--- src/rtl/hack_rom_loader.sv ---
// Converts the hps_io ioctl byte stream into Hack ROM word writes, zero-fills the rest of ROM and holds the CPU in reset.
// Writes land one cycle after ioctl_wr; ioctl_wait stalls hps_io only while filling. Checksum port: HACK_LOADER_CHECKSUM_EN.
module hack_rom_loader #(
    parameter int          ROM_WORDS   = 32768,
    parameter int          HOLD_CYCLES = 16,
    parameter int          SWAP_BYTES  = 1,
    parameter logic [15:0] FILL_WORD   = 16'h0000
) (
    input  logic        clk_sys,
    input  logic        reset_n,
    input  logic        ioctl_download,
    input  logic        ioctl_wr,
    input  logic [24:0] ioctl_addr,
    input  logic [15:0] ioctl_dout,
    output logic        ioctl_wait,
    output logic        rom_we,
    output logic [14:0] rom_addr,
    output logic [15:0] rom_din,
    output logic        cpu_reset,
    output logic        load_done,
    output logic        overflow,
    output logic [15:0] word_count
`ifdef HACK_LOADER_CHECKSUM_EN
    ,
    output logic [15:0] checksum
`endif
);

    typedef enum logic [1:0] {
        ST_HOLD,
        ST_IDLE,
        ST_LOAD,
        ST_FILL
    } state_t;

    localparam logic [15:0] ROM_LIMIT = 16'(ROM_WORDS);
    localparam logic [15:0] HOLD_LAST = 16'(HOLD_CYCLES - 1);

    state_t      state_q, state_d;
    logic [15:0] hold_cnt_q, hold_cnt_d;
    logic [15:0] fill_ptr_q, fill_ptr_d;
    logic        dl_prev_q;
    logic        loaded_q, loaded_d;
    logic        rom_we_q, rom_we_d;
    logic [14:0] rom_addr_q, rom_addr_d;
    logic [15:0] rom_din_q, rom_din_d;
    logic        load_done_q, load_done_d;
    logic        overflow_q, overflow_d;
    logic [15:0] word_count_q, word_count_d;
`ifdef HACK_LOADER_CHECKSUM_EN
    logic [15:0] checksum_q, checksum_d;
`endif

    logic        dl_rise;
    logic        dl_fall;
    logic [14:0] wr_word;
    logic        wr_in_range;
    logic [15:0] wr_end;
    logic [15:0] wr_data;
    logic        fill_last;
    logic        unused_addr_lsb;

    assign dl_rise     = ioctl_download & ~dl_prev_q;
    assign dl_fall     = ~ioctl_download & dl_prev_q;
    assign wr_word     = ioctl_addr[15:1];
    assign wr_in_range = (ioctl_addr[24:16] == 9'd0) && ({1'b0, wr_word} < ROM_LIMIT);
    assign wr_end      = {1'b0, wr_word} + 16'd1;
    assign wr_data     = (SWAP_BYTES != 0) ? {ioctl_dout[7:0], ioctl_dout[15:8]} : ioctl_dout;
    assign fill_last   = (fill_ptr_q + 16'd1) == ROM_LIMIT;
    // Byte lane select is meaningless for a 16-bit word stream.
    assign unused_addr_lsb = ioctl_addr[0];

    always_comb begin
        state_d      = state_q;
        hold_cnt_d   = hold_cnt_q;
        fill_ptr_d   = fill_ptr_q;
        loaded_d     = loaded_q;
        rom_we_d     = 1'b0;
        rom_addr_d   = rom_addr_q;
        rom_din_d    = rom_din_q;
        load_done_d  = load_done_q;
        overflow_d   = overflow_q;
        word_count_d = word_count_q;
`ifdef HACK_LOADER_CHECKSUM_EN
        checksum_d   = checksum_q;
`endif
        if (dl_rise) begin
            // A new download aborts whatever is running; an in-flight fill write still retires.
            state_d      = ST_LOAD;
            hold_cnt_d   = 16'd0;
            loaded_d     = 1'b0;
            load_done_d  = 1'b0;
            overflow_d   = 1'b0;
            word_count_d = 16'd0;
`ifdef HACK_LOADER_CHECKSUM_EN
            checksum_d   = 16'd0;
`endif
        end else begin
            unique case (state_q)
                ST_HOLD: begin
                    if (hold_cnt_q == HOLD_LAST) begin
                        state_d    = ST_IDLE;
                        hold_cnt_d = 16'd0;
                        loaded_d   = 1'b0;
                        if (loaded_q) begin
                            load_done_d = 1'b1;
                        end
                    end else begin
                        hold_cnt_d = hold_cnt_q + 16'd1;
                    end
                end
                ST_IDLE: begin
                    state_d = ST_IDLE;
                end
                ST_LOAD: begin
                    if (ioctl_wr) begin
                        if (wr_in_range) begin
                            rom_we_d   = 1'b1;
                            rom_addr_d = wr_word;
                            rom_din_d  = wr_data;
                            if (wr_end > word_count_q) begin
                                word_count_d = wr_end;
                            end
`ifdef HACK_LOADER_CHECKSUM_EN
                            checksum_d = checksum_q + wr_data;
`endif
                        end else begin
                            overflow_d = 1'b1;
                        end
                    end
                    // Fill starts after any write accepted on the falling-edge cycle.
                    if (dl_fall) begin
                        state_d    = ST_FILL;
                        fill_ptr_d = word_count_d;
                    end
                end
                ST_FILL: begin
                    if (fill_ptr_q < ROM_LIMIT) begin
                        rom_we_d   = 1'b1;
                        rom_addr_d = fill_ptr_q[14:0];
                        rom_din_d  = FILL_WORD;
                        fill_ptr_d = fill_ptr_q + 16'd1;
                        if (fill_last) begin
                            state_d    = ST_HOLD;
                            hold_cnt_d = 16'd0;
                            loaded_d   = 1'b1;
                        end
                    end else begin
                        state_d    = ST_HOLD;
                        hold_cnt_d = 16'd0;
                        loaded_d   = 1'b1;
                    end
                end
                default: begin
                    state_d = ST_HOLD;
                end
            endcase
        end
    end

    always_ff @(posedge clk_sys or negedge reset_n) begin
        if (!reset_n) begin
            state_q      <= ST_HOLD;
            hold_cnt_q   <= 16'd0;
            fill_ptr_q   <= 16'd0;
            dl_prev_q    <= 1'b0;
            loaded_q     <= 1'b0;
            rom_we_q     <= 1'b0;
            rom_addr_q   <= 15'd0;
            rom_din_q    <= 16'd0;
            load_done_q  <= 1'b0;
            overflow_q   <= 1'b0;
            word_count_q <= 16'd0;
`ifdef HACK_LOADER_CHECKSUM_EN
            checksum_q   <= 16'd0;
`endif
        end else begin
            state_q      <= state_d;
            hold_cnt_q   <= hold_cnt_d;
            fill_ptr_q   <= fill_ptr_d;
            dl_prev_q    <= ioctl_download;
            loaded_q     <= loaded_d;
            rom_we_q     <= rom_we_d;
            rom_addr_q   <= rom_addr_d;
            rom_din_q    <= rom_din_d;
            load_done_q  <= load_done_d;
            overflow_q   <= overflow_d;
            word_count_q <= word_count_d;
`ifdef HACK_LOADER_CHECKSUM_EN
            checksum_q   <= checksum_d;
`endif
        end
    end

    assign ioctl_wait = (state_q == ST_FILL);
    assign cpu_reset  = (state_q != ST_IDLE);
    assign rom_we     = rom_we_q;
    assign rom_addr   = rom_addr_q;
    assign rom_din    = rom_din_q;
    assign load_done  = load_done_q;
    assign overflow   = overflow_q;
    assign word_count = word_count_q;
`ifdef HACK_LOADER_CHECKSUM_EN
    assign checksum   = checksum_q;
`endif

endmodule
--- config.mk ---
export PLATFORM = sky130hd
export DESIGN_NAME = hack_rom_loader
export DESIGN_NICKNAME = d
export VERILOG_FILES = /design/src/rtl/hack_rom_loader.sv
export SDC_FILE = /design/constraint.sdc
export NUM_CORES = 1
export LEC_CHECK = 0
export BUFFER_PORTS_ARGS = -buffer_cell sky130_fd_sc_hd__buf_4
export CORE_MARGIN = 1
export CORE_UTILIZATION = 36
export CTS_CLUSTER_DIAMETER = 150
export DETAILED_ROUTE_END_ITERATION = 8
export GPL_TIMING_DRIVEN = 0
export HOLD_SLACK_MARGIN = 0.03
export PLACE_DENSITY = 0.61
export SKIP_LAST_GASP = 1
export SYNTH_ARGS = -nofsm -noshare
export SYNTH_HDL_FRONTEND = slang
export SYNTH_SLANG_ARGS = --single-unit
export TNS_END_PERCENT = 20
--- constraint.sdc ---
create_clock -name clk_sys -period 5.2 [get_ports clk_sys]
set_input_delay 0.78 -clock clk_sys [delete_from_list [all_inputs] [get_ports clk_sys]]
set_output_delay 0.78 -clock clk_sys [all_outputs]
set_load 0.005 [all_outputs]
Word level (Yosys, flattened, before mapping)
Index checks and enable logic that the tools add are counted.
{"block": "op_classes", "n_reduce_logical": 16, "n_eq_ne": 14, "n_addsub": 3, "muxes": 45, "magnitude_cmp": 2, "n_bitwise": 5}
{"cell": "$mux 16", "count": 14}
{"cell": "$pmux 16 s2", "count": 3}
{"cell": "$mux 15", "count": 3}
{"cell": "$add 16x1->16 const B", "count": 2}
{"cell": "$pmux 15 s2", "count": 1}
{"cell": "$add 15x1->16 const B", "count": 1}
{"cell": "$eq 16x16->1 const B", "count": 1}
{"cell": "$eq 16x4->1 const B", "count": 1}
{"cell": "$gt 16x16->1", "count": 1}
{"cell": "$lt 16x16->1 const B", "count": 1}
{"cell": "$mux 1", "count": 16}
{"cell": "$reduce_and 3->1", "count": 4}
{"cell": "$reduce_bool 2->1", "count": 6}
{"cell": "$mux 2", "count": 5}
{"cell": "$logic_not 9->1", "count": 1}
{"cell": "$ne 2x2->1 const B", "count": 4}
{"cell": "$pmux 2 s4", "count": 1}
{"cell": "$ne 3x3->1 const B", "count": 2}
{"cell": "$reduce_and 5->1", "count": 1}
{"cell": "$eq 2x2->1 const B", "count": 2}
{"cell": "$ne 2x1->1 const B", "count": 2}
{"cell": "$ne 4x4->1 const B", "count": 1}
{"cell": "$pmux 1 s2", "count": 2}
{"cell": "$reduce_and 4->1", "count": 1}
{"cell": "6 further kinds", "count": 9}
{"block": "word_totals", "regBits": 86, "output_inout_bits": 52}

Logic depth before layout (Yosys ltp)
Gate-level depths: netlist of the first run.
{"block": "depth", "word_depth": 7, "depth_mapped": 15, "mapped_depth_nobuf": 13}

Worst setup path before layout of the first run
No wires, ideal clock.
{"block": "synth_timing", "path_type": "input to register", "start": "in ioctl_addr[4]", "end": "reg word_count_q[10], in the netlist word_count[10]", "cell_stages": 13, "arrival_ps": 3336, "setup_slack_ps": 1770, "setup_ps": 94, "required_time_ps": 5106, "cell_sequence": "and4_1 > nand4_1 > nor3_1 > xnor2_1 > ha_1 > and3_1 > nand3_1 > a211oi_1 > nor3_1 > or4b_1 > buf_2 > buf_2 > a211oi_1"}
{"block": "synth_between", "elab_chain_len": 7}
{"item": "start, declared", "line_no": "13", "source": "input logic [24:0] ioctl_addr,"}
{"item": "$add 15x1->16 *", "line_no": "67", "source": "assign wr_end = {1'b0, wr_word} + 16'd1;"}
{"item": "$gt 16x16->1", "line_no": "121", "source": "if (wr_end > word_count_q) begin"}
{"item": "$mux 16 *", "line_no": "121"}
{"item": "$mux 16 *", "line_no": "117", "source": "if (wr_in_range) begin"}
{"item": "$mux 16 *", "line_no": "116", "source": "if (ioctl_wr) begin"}
{"item": "$mux 16 *", "line_no": "99", "source": "unique case (state_q)"}
{"item": "$mux 16 *", "line_no": "87", "source": "if (dl_rise) begin"}
{"item": "end signal, assigned", "line_no": "188", "source": "word_count_q <= word_count_d;"}
{"item": "end, declared", "line_no": "49", "source": "logic [15:0] word_count_q, word_count_d;"}
Mark *: on every way between the ends. The rest lies on a longest branch, timed or not. The select of a mux whose other input is x is not followed.
A chain may end at the register's enable or synchronous reset.

Worst setup path in the final report of the first run
{"block": "layout_timing", "start": "in ioctl_addr[3]", "end": "reg fill_ptr_q[4]"}
{"block": "layout_between", "elab_chain_len": 7}
{"item": "$add 15x1->16 *", "line_no": "67"}
{"item": "$gt 16x16->1", "line_no": "121"}
{"item": "$mux 16 *", "line_no": "121"}
{"item": "$mux 16 *", "line_no": "117"}
{"item": "$mux 16 *", "line_no": "116"}
{"item": "$mux 16 *", "line_no": "132", "source": "if (dl_fall) begin"}
{"item": "$pmux 16 s2 *", "line_no": "99"}
{"item": "end signal, assigned", "line_no": "180", "source": "fill_ptr_q <= fill_ptr_d;"}
{"item": "end, declared", "line_no": "41", "source": "logic [15:0] fill_ptr_q, fill_ptr_d;"}
Marks and branches as above.

==> results of run 1 <==
## sequential cells by signal, summed over array words and instances, names as in the netlist
| signal | flops |
|---|---|
| dl_prev_q | 1 |
| fill_ptr_q | 16 |
| hold_cnt_q | 16 |
| load_done | 1 |
| loaded_q | 1 |
| overflow | 1 |
| rom_addr | 15 |
| rom_din | 16 |
| rom_we | 1 |
| state_q | 2 |
| word_count | 16 |
## power by group
part           internal (mW)  switching, mW  leakage, nW  total, mW
logic                  0.509          0.666         1.76       1.17
clock network          0.334          0.268        0.132      0.603
registers              0.853          0.146         1.13       1.00
total                   1.70           1.08         3.02       2.78
## layout make-up
cell class              count  share of cell area
plain buffers              37              0.0312
clock buffers              12              0.0380
clock inverters             4             0.00347
inverters                  24              0.0139
multi-input cells         458               0.437
flip-flops and latches     86               0.332
well taps                 180              0.0347
repair buffers             95               0.110
## logic make-up after synthesis
| kind of cell | count (synthesis) |
|---|---|
| AO/OA/AOI/OAI | 148 |
| multiplexers | 34 |
| adder cells (fa/ha/maj) | 21 |
| flip-flops | 86 |
| buffers and inverters | 61 |
| AND/OR/NAND/NOR | 236 |
| XOR/XNOR | 19 |
## tightest hold or removal path: stages, from the launching register on
cell     delay (ns)
dfrtp_1        0.34
nand2_1        0.05
o21ai_0        0.06
## metal layers
metal,global-route usage,vias up,share of wire,wire (µm)
met5,0,-,0,0
met4,0.0858,0,0.026,392
met3,0.0461,27,0.059,885
met2,0.318,169,0.44,6630
met1,0.290,2337,0.47,7150
li1,-,2380,-,-
## Yosys cell counts (all sizes together), types with 4 or more instances
cell    number  area [µm²]
nand2       74         283
o21ai       45         229
nor2        71         267
clkbuf      22        96.3
and4         5        43.8
dfrtp       86        2150
a21oi       36         180
nand4       14        93.8
buf         15         106
a31oi       16         100
xnor2       16         140
nor3        10        55.1
a31o         4        35.0
nor4        11        83.8
a211oi      16         120
o22ai        4        25.0
ha          21         263
mux2i       34         340
and3         9        58.8
nand2b       4        25.0
nor2b        6        37.5
nand3       22         115
inv         24        90.1
## final timing paths
path	startpoint	end	slack, ns	cells after the start
setup reg to reg	word_count[9]	fill_ptr_q[4]	2.33	11
hold reg to reg	rom_din[2]	rom_din[2]	0.48	2
max in group asynchronous	reset_n	word_count[3]	3.79	1
setup / recovery	ioctl_addr[3]	fill_ptr_q[4]	1.34	15
hold / removal	rom_din[2]	rom_din[2]	0.48	2
min in group asynchronous	reset_n	overflow	0.59	1
## stage by stage
stage                     instance area [µm²]  hold WS [ns]  setup WS, ns  power [mW]
after floorplan                          5280         0.452          1.77        1.71
after global placement                   6220         0.463          1.04        2.15
after detailed placement                 6220         0.475          1.02        2.18
after CTS                                6490         0.489          1.38        2.80
after global routing                     6490         0.513          1.10        2.99
final                                    6490         0.483          1.34        2.78
==> results.toml, run 1 <==
[outcome]
status = "finished, final reports clean"

[power_and_ir_drop]
ir_drop_v = 0.000202
power_density_mw_per_mm2 = 428
cellLeakagePower_nw = 3.02

[clock_network]
holdBufCountCts = 0
cts_buffer_depth = 2
cts_resized = 0
clk_pin_slew_worst_paths_ns = 0.06
root_buffer = "clkbuf_16"
cts_sinks = 86
cts_setup_buffers = 0
cts_tree = "built"
clkLatencyLatePin_ns = 0.35
cts_made_buffers = 9
h-tree-depth = 3

[logic_synthesis]
yosysWarnings = 0
avgSynthCellArea_um2 = 8.73
syn_inst = 605
synth-xor-area-share = 0.0315
synthFlopType = "dfrtp_1"
yosys.area_share.adder = 0.0498
muxShareOfSynthArea = 0.0644
synth_compound_area_frac = 0.175
ys_seq_elements = 86
synth_nets = 671
yosysUniqueCellTypes = 62
seq_area_frac_synth = 0.407
yosys.area_share.simple = 0.216
synth_top_family_by_area = "simple AND/OR/NAND/NOR gates"
async_reset_ff_frac = 1.00
synth_edf_count = 0
netlist_area_mm2 = 0.00528

[timing]
rsz0062_at_grt = "no"
post-route-min-period_ns = 3.86
setup_viol = 0
fin_tns_setup_ns = 0
worst_slew_pin_slew_ns = 1.17
slew_violations = 0
skew_ns = 0.00706
hold_viol = 0
finalCritPeriodShare = 0.743
slew-limit-headroom = 0.221
max_freq_ghz = 0.259

[layout]
multi_input_area_mm2 = 0.00284
fillers = 1364
n_antenna_cell = 0
drive_gt1_frac = 0.198
layout.nets = 777
seq_area_mm2 = 0.00215
final_common_cell = "buf_4"
final_core_util = 0.460
instances_no_fill = 896
final_cell_mix = "buf_4 (98), dfrtp_1 (86), nand2_1 (72)"
syn_to_final_growth_pct = 22.9

[placed_design]
io_buffers = 95
place.gp.congestion = 0.904
dp_hpwl_um = 11100
dpl.cell_count = 880

[floorplanning]
io_pins = 97
core_mm2 = 0.0141
fp.dieW_um = 123
die_area_mm2 = 0.0152
die_y_um = 123
initial_core_util = 0.375
rows = 43

[routing]
wl_per_cell_um = 16.8
drcViolationCount = 0
ant_nets = 0
routed_wirelength_um = 15100
viasPerCell = 5.48
drt-initial-drc-count = 402
vias = 4913
firstDrtPassIters = 5

[global_route]
grt_max_degree = 87
grt-ovfl-total = 0
grt_pass1_wl_um = 24200
first_global_vias = 4730
track_usage = 0.210
antenna_found_initial = 0

[hold_path]
hp-class = "flip-flop to flip-flop"

[worst_setup_path]
slowest_stage = "mux2i_1"
path_cells = "buf_4 > and4_1 > nand4_1 > nor3_1 > xnor2_1 > ha_1 > a21o_1 > a21oi_1 > o21ai_0 > nor3_1 > or3_1 > buf_2 > buf_2 > mux2i_1 > a21oi_1"
cp_max_fo = 10
worstSetupPathType = "primary input to flip-flop"
cp.arrival_ns = 4.05
crit_path_end_kind = "flip-flop"
worstPathRequired_ns = 5.39
cp-start-kind = "primary input"
critPathTopFamily = "simple AND/OR/NAND/NOR gates"
critical_path_buf_inv_count = 3
cp_slowest_stage_delay_ns = 0.40

[job]
max_cap_violations = 0
(Power assumes the default switching activity.)
==> inputs of run 2 (changes only) <==
ABC_AREA = 1   (was unset)
PLACE_DENSITY = 0.62   (was 0.61)
clock period = 3.5 ns   (was 5.2 ns; I/O delays follow)
==> results.toml, run 2 <==
[logic_synthesis]
async_reset_ff_frac = 1.00
synthFlopType = "dfrtp_1"
netlist_area_mm2 = 0.00565
avgSynthCellArea_um2 = 6.80
synth_area_leader_cell = "dfrtp_1"
synth_edf_count = 0
yosysWarnings = 0
synth.most_common_cell = "nand2_1"
synth_nets = 896
yosysUniqueCellTypes = 32
syn_inst = 830
synth_commonest_cells = "nand2_1 (285), nand3_1 (108), inv_1 (87)"
ys_top_cells_by_area = "dfrtp_1 (38%), nand2_1 (19%), nand3_1 (9.6%), inv_1 (5.8%), ha_1 (4.7%)"
ys_seq_elements = 86
synth_top_area_frac = 0.381
seq_area_frac_synth = 0.381

[clock_network]
root_buffer = "clkbuf_16"
holdBufCountCts = 0
cts_sinks = 86
cts_made_buffers = 9
clk_pin_slew_worst_paths_ns = 0.06
cts_tree = "built"
h-tree-depth = 3
cts_buffer_depth = 2
clkLatencyLatePin_ns = 0.35

[global_route]
grt-ovfl-total = 0
antenna_found_initial = 0
grt_max_degree = 87
grt_pass1_wl_um = 27300
first_global_vias = 5315
track_usage = 0.215

[layout]
final_common_cell = "nand2_1"
layout.nets = 1003
syn_to_final_growth_pct = 23.0
drive_gt1_frac = 0.141
final_cell_mix = "nand2_1 (283), nand3_1 (108), buf_4 (98)"
n_antenna_cell = 0

[placed_design]
place.gp.congestion = 0.892
io_buffers = 95
dp_hpwl_um = 12500
dp_slack_ns = -0.400

[timing]
post-route-min-period_ns = 3.15
setup_ws_ns = 0.353
setup_viol = 0
fin_hold_ws_ns = 0.310
slew_violations = 0
hold_viol = 0
fin_tns_setup_ns = 0
slew-limit-headroom = 0.247
finalCritPeriodShare = 0.899
rsz0062_at_grt = "no"
skew_ns = 0.0104
max_freq_ghz = 0.318
worst_slew_pin_slew_ns = 1.13

[floorplanning]
rows = 45
die_area_mm2 = 0.0162
io_pins = 97
die_y_um = 127
core_mm2 = 0.0153
initial_core_util = 0.370
fp.dieW_um = 127

[worst_setup_path]
crit_path_end_kind = "flip-flop"
cp_max_fo = 10
worstPathRequired_ns = 3.74
cp.arrival_ns = 3.38
worstSetupPathType = "primary input to flip-flop"
cp-start-kind = "primary input"

[hold_path]
hp-class = "primary input to flip-flop"

[routing]
ant_nets = 0
vias = 5713
drcViolationCount = 0
viasPerCell = 4.95
drt-initial-drc-count = 352
wl_per_cell_um = 14.3
routed_wirelength_um = 16500
firstDrtPassIters = 5

[power_and_ir_drop]
ir_drop_v = 0.000294
total_power_mw = 4.40
cellLeakagePower_nw = 3.57
power_density_mw_per_mm2 = 634

[outcome]
status = "finished, final reports clean"

[job]
max_cap_violations = 0
run 2: final timing paths:
kind                                start             end  slack [ns]  depth (start not counted)
min in group asynchronous         reset_n      rom_din[4]        0.40                          1
setup reg to reg            fill_ptr_q[1]  hold_cnt_q[11]        1.02                         13
setup / recovery            ioctl_addr[1]   fill_ptr_q[8]        0.35                         20
hold reg to reg                  loaded_q        loaded_q        0.49                          2
max in group asynchronous         reset_n   word_count[9]        2.38                          1
hold / removal             ioctl_download       dl_prev_q        0.31                          1
run 2: kinds of logic after synthesis:
logic type / Yosys count / share of synthesized area
simple gates: 515 / 0.389
flops: 86 / 0.381
xor+xnor: 20 / 0.0310
buf+inv: 119 / 0.0831
compound gates: 69 / 0.0691
fa+ha+maj: 21 / 0.0465
run 2: what timing repair did:
| action | CTS | global route |
|---|---|---|
| pin swaps | 0 | 1 |
| setup endpoints to repair | 6 | 28 |
| setup buffers | 0 | 1 |
| gates resized for setup | 1 | 7 |
run 2: critical path: stages:
cell and delay [ns]:
buf_4 0.16, ha_1 0.20, nand2_1 0.07, nor2_1 0.19, nand2_1 0.18, nor2_2 0.20
nand2_1 0.07, nand2_1 0.06, nand2_1 0.06, ha_1 0.27, nand2_1 0.07, nor4_1 0.27
nand2_1 0.10, nand2_2 0.17, nand2_2 0.15, buf_2 0.22, nand2_1 0.09, nand3_1 0.14
nand2_1 0.11, nand2_1 0.05
run 2: power by group:
group	switching, mW	internal [mW]	total, mW
logic	1.20	0.708	1.91
clock network	0.400	0.592	0.991
registers	0.229	1.27	1.50
run 2: final cells by class:
type	count	area, µm²
Buffer	31	141
Clock inverter	3	42.5
Tap cell	211	264
Fill cell	1608	8310
Sequential cell	86	2150
Multi-Input combinational cell	625	3040
Timing Repair Buffer	96	721
Inverter	88	330
Clock buffer	13	260
run 2: metrics by stage:
step                std cells  instance area [µm²]  utilization
finish                   1153                 6950        0.455
global route             1153                 6950        0.455
CTS                      1152                 6930        0.454
detailed placement       1136                 6630        0.434
global placement         1136                 6630        0.434
floorplan                 830                 5650            -
run 2: per-layer routing:
metal | track usage | up-vias | wire length, µm
met5 | 0 | - | 0
met4 | 0.0672 | 0 | 216
met3 | 0.0289 | 12 | 931
met2 | 0.327 | 169 | 7110
met1 | 0.317 | 2620 | 8210
li1 | - | 2912 | -
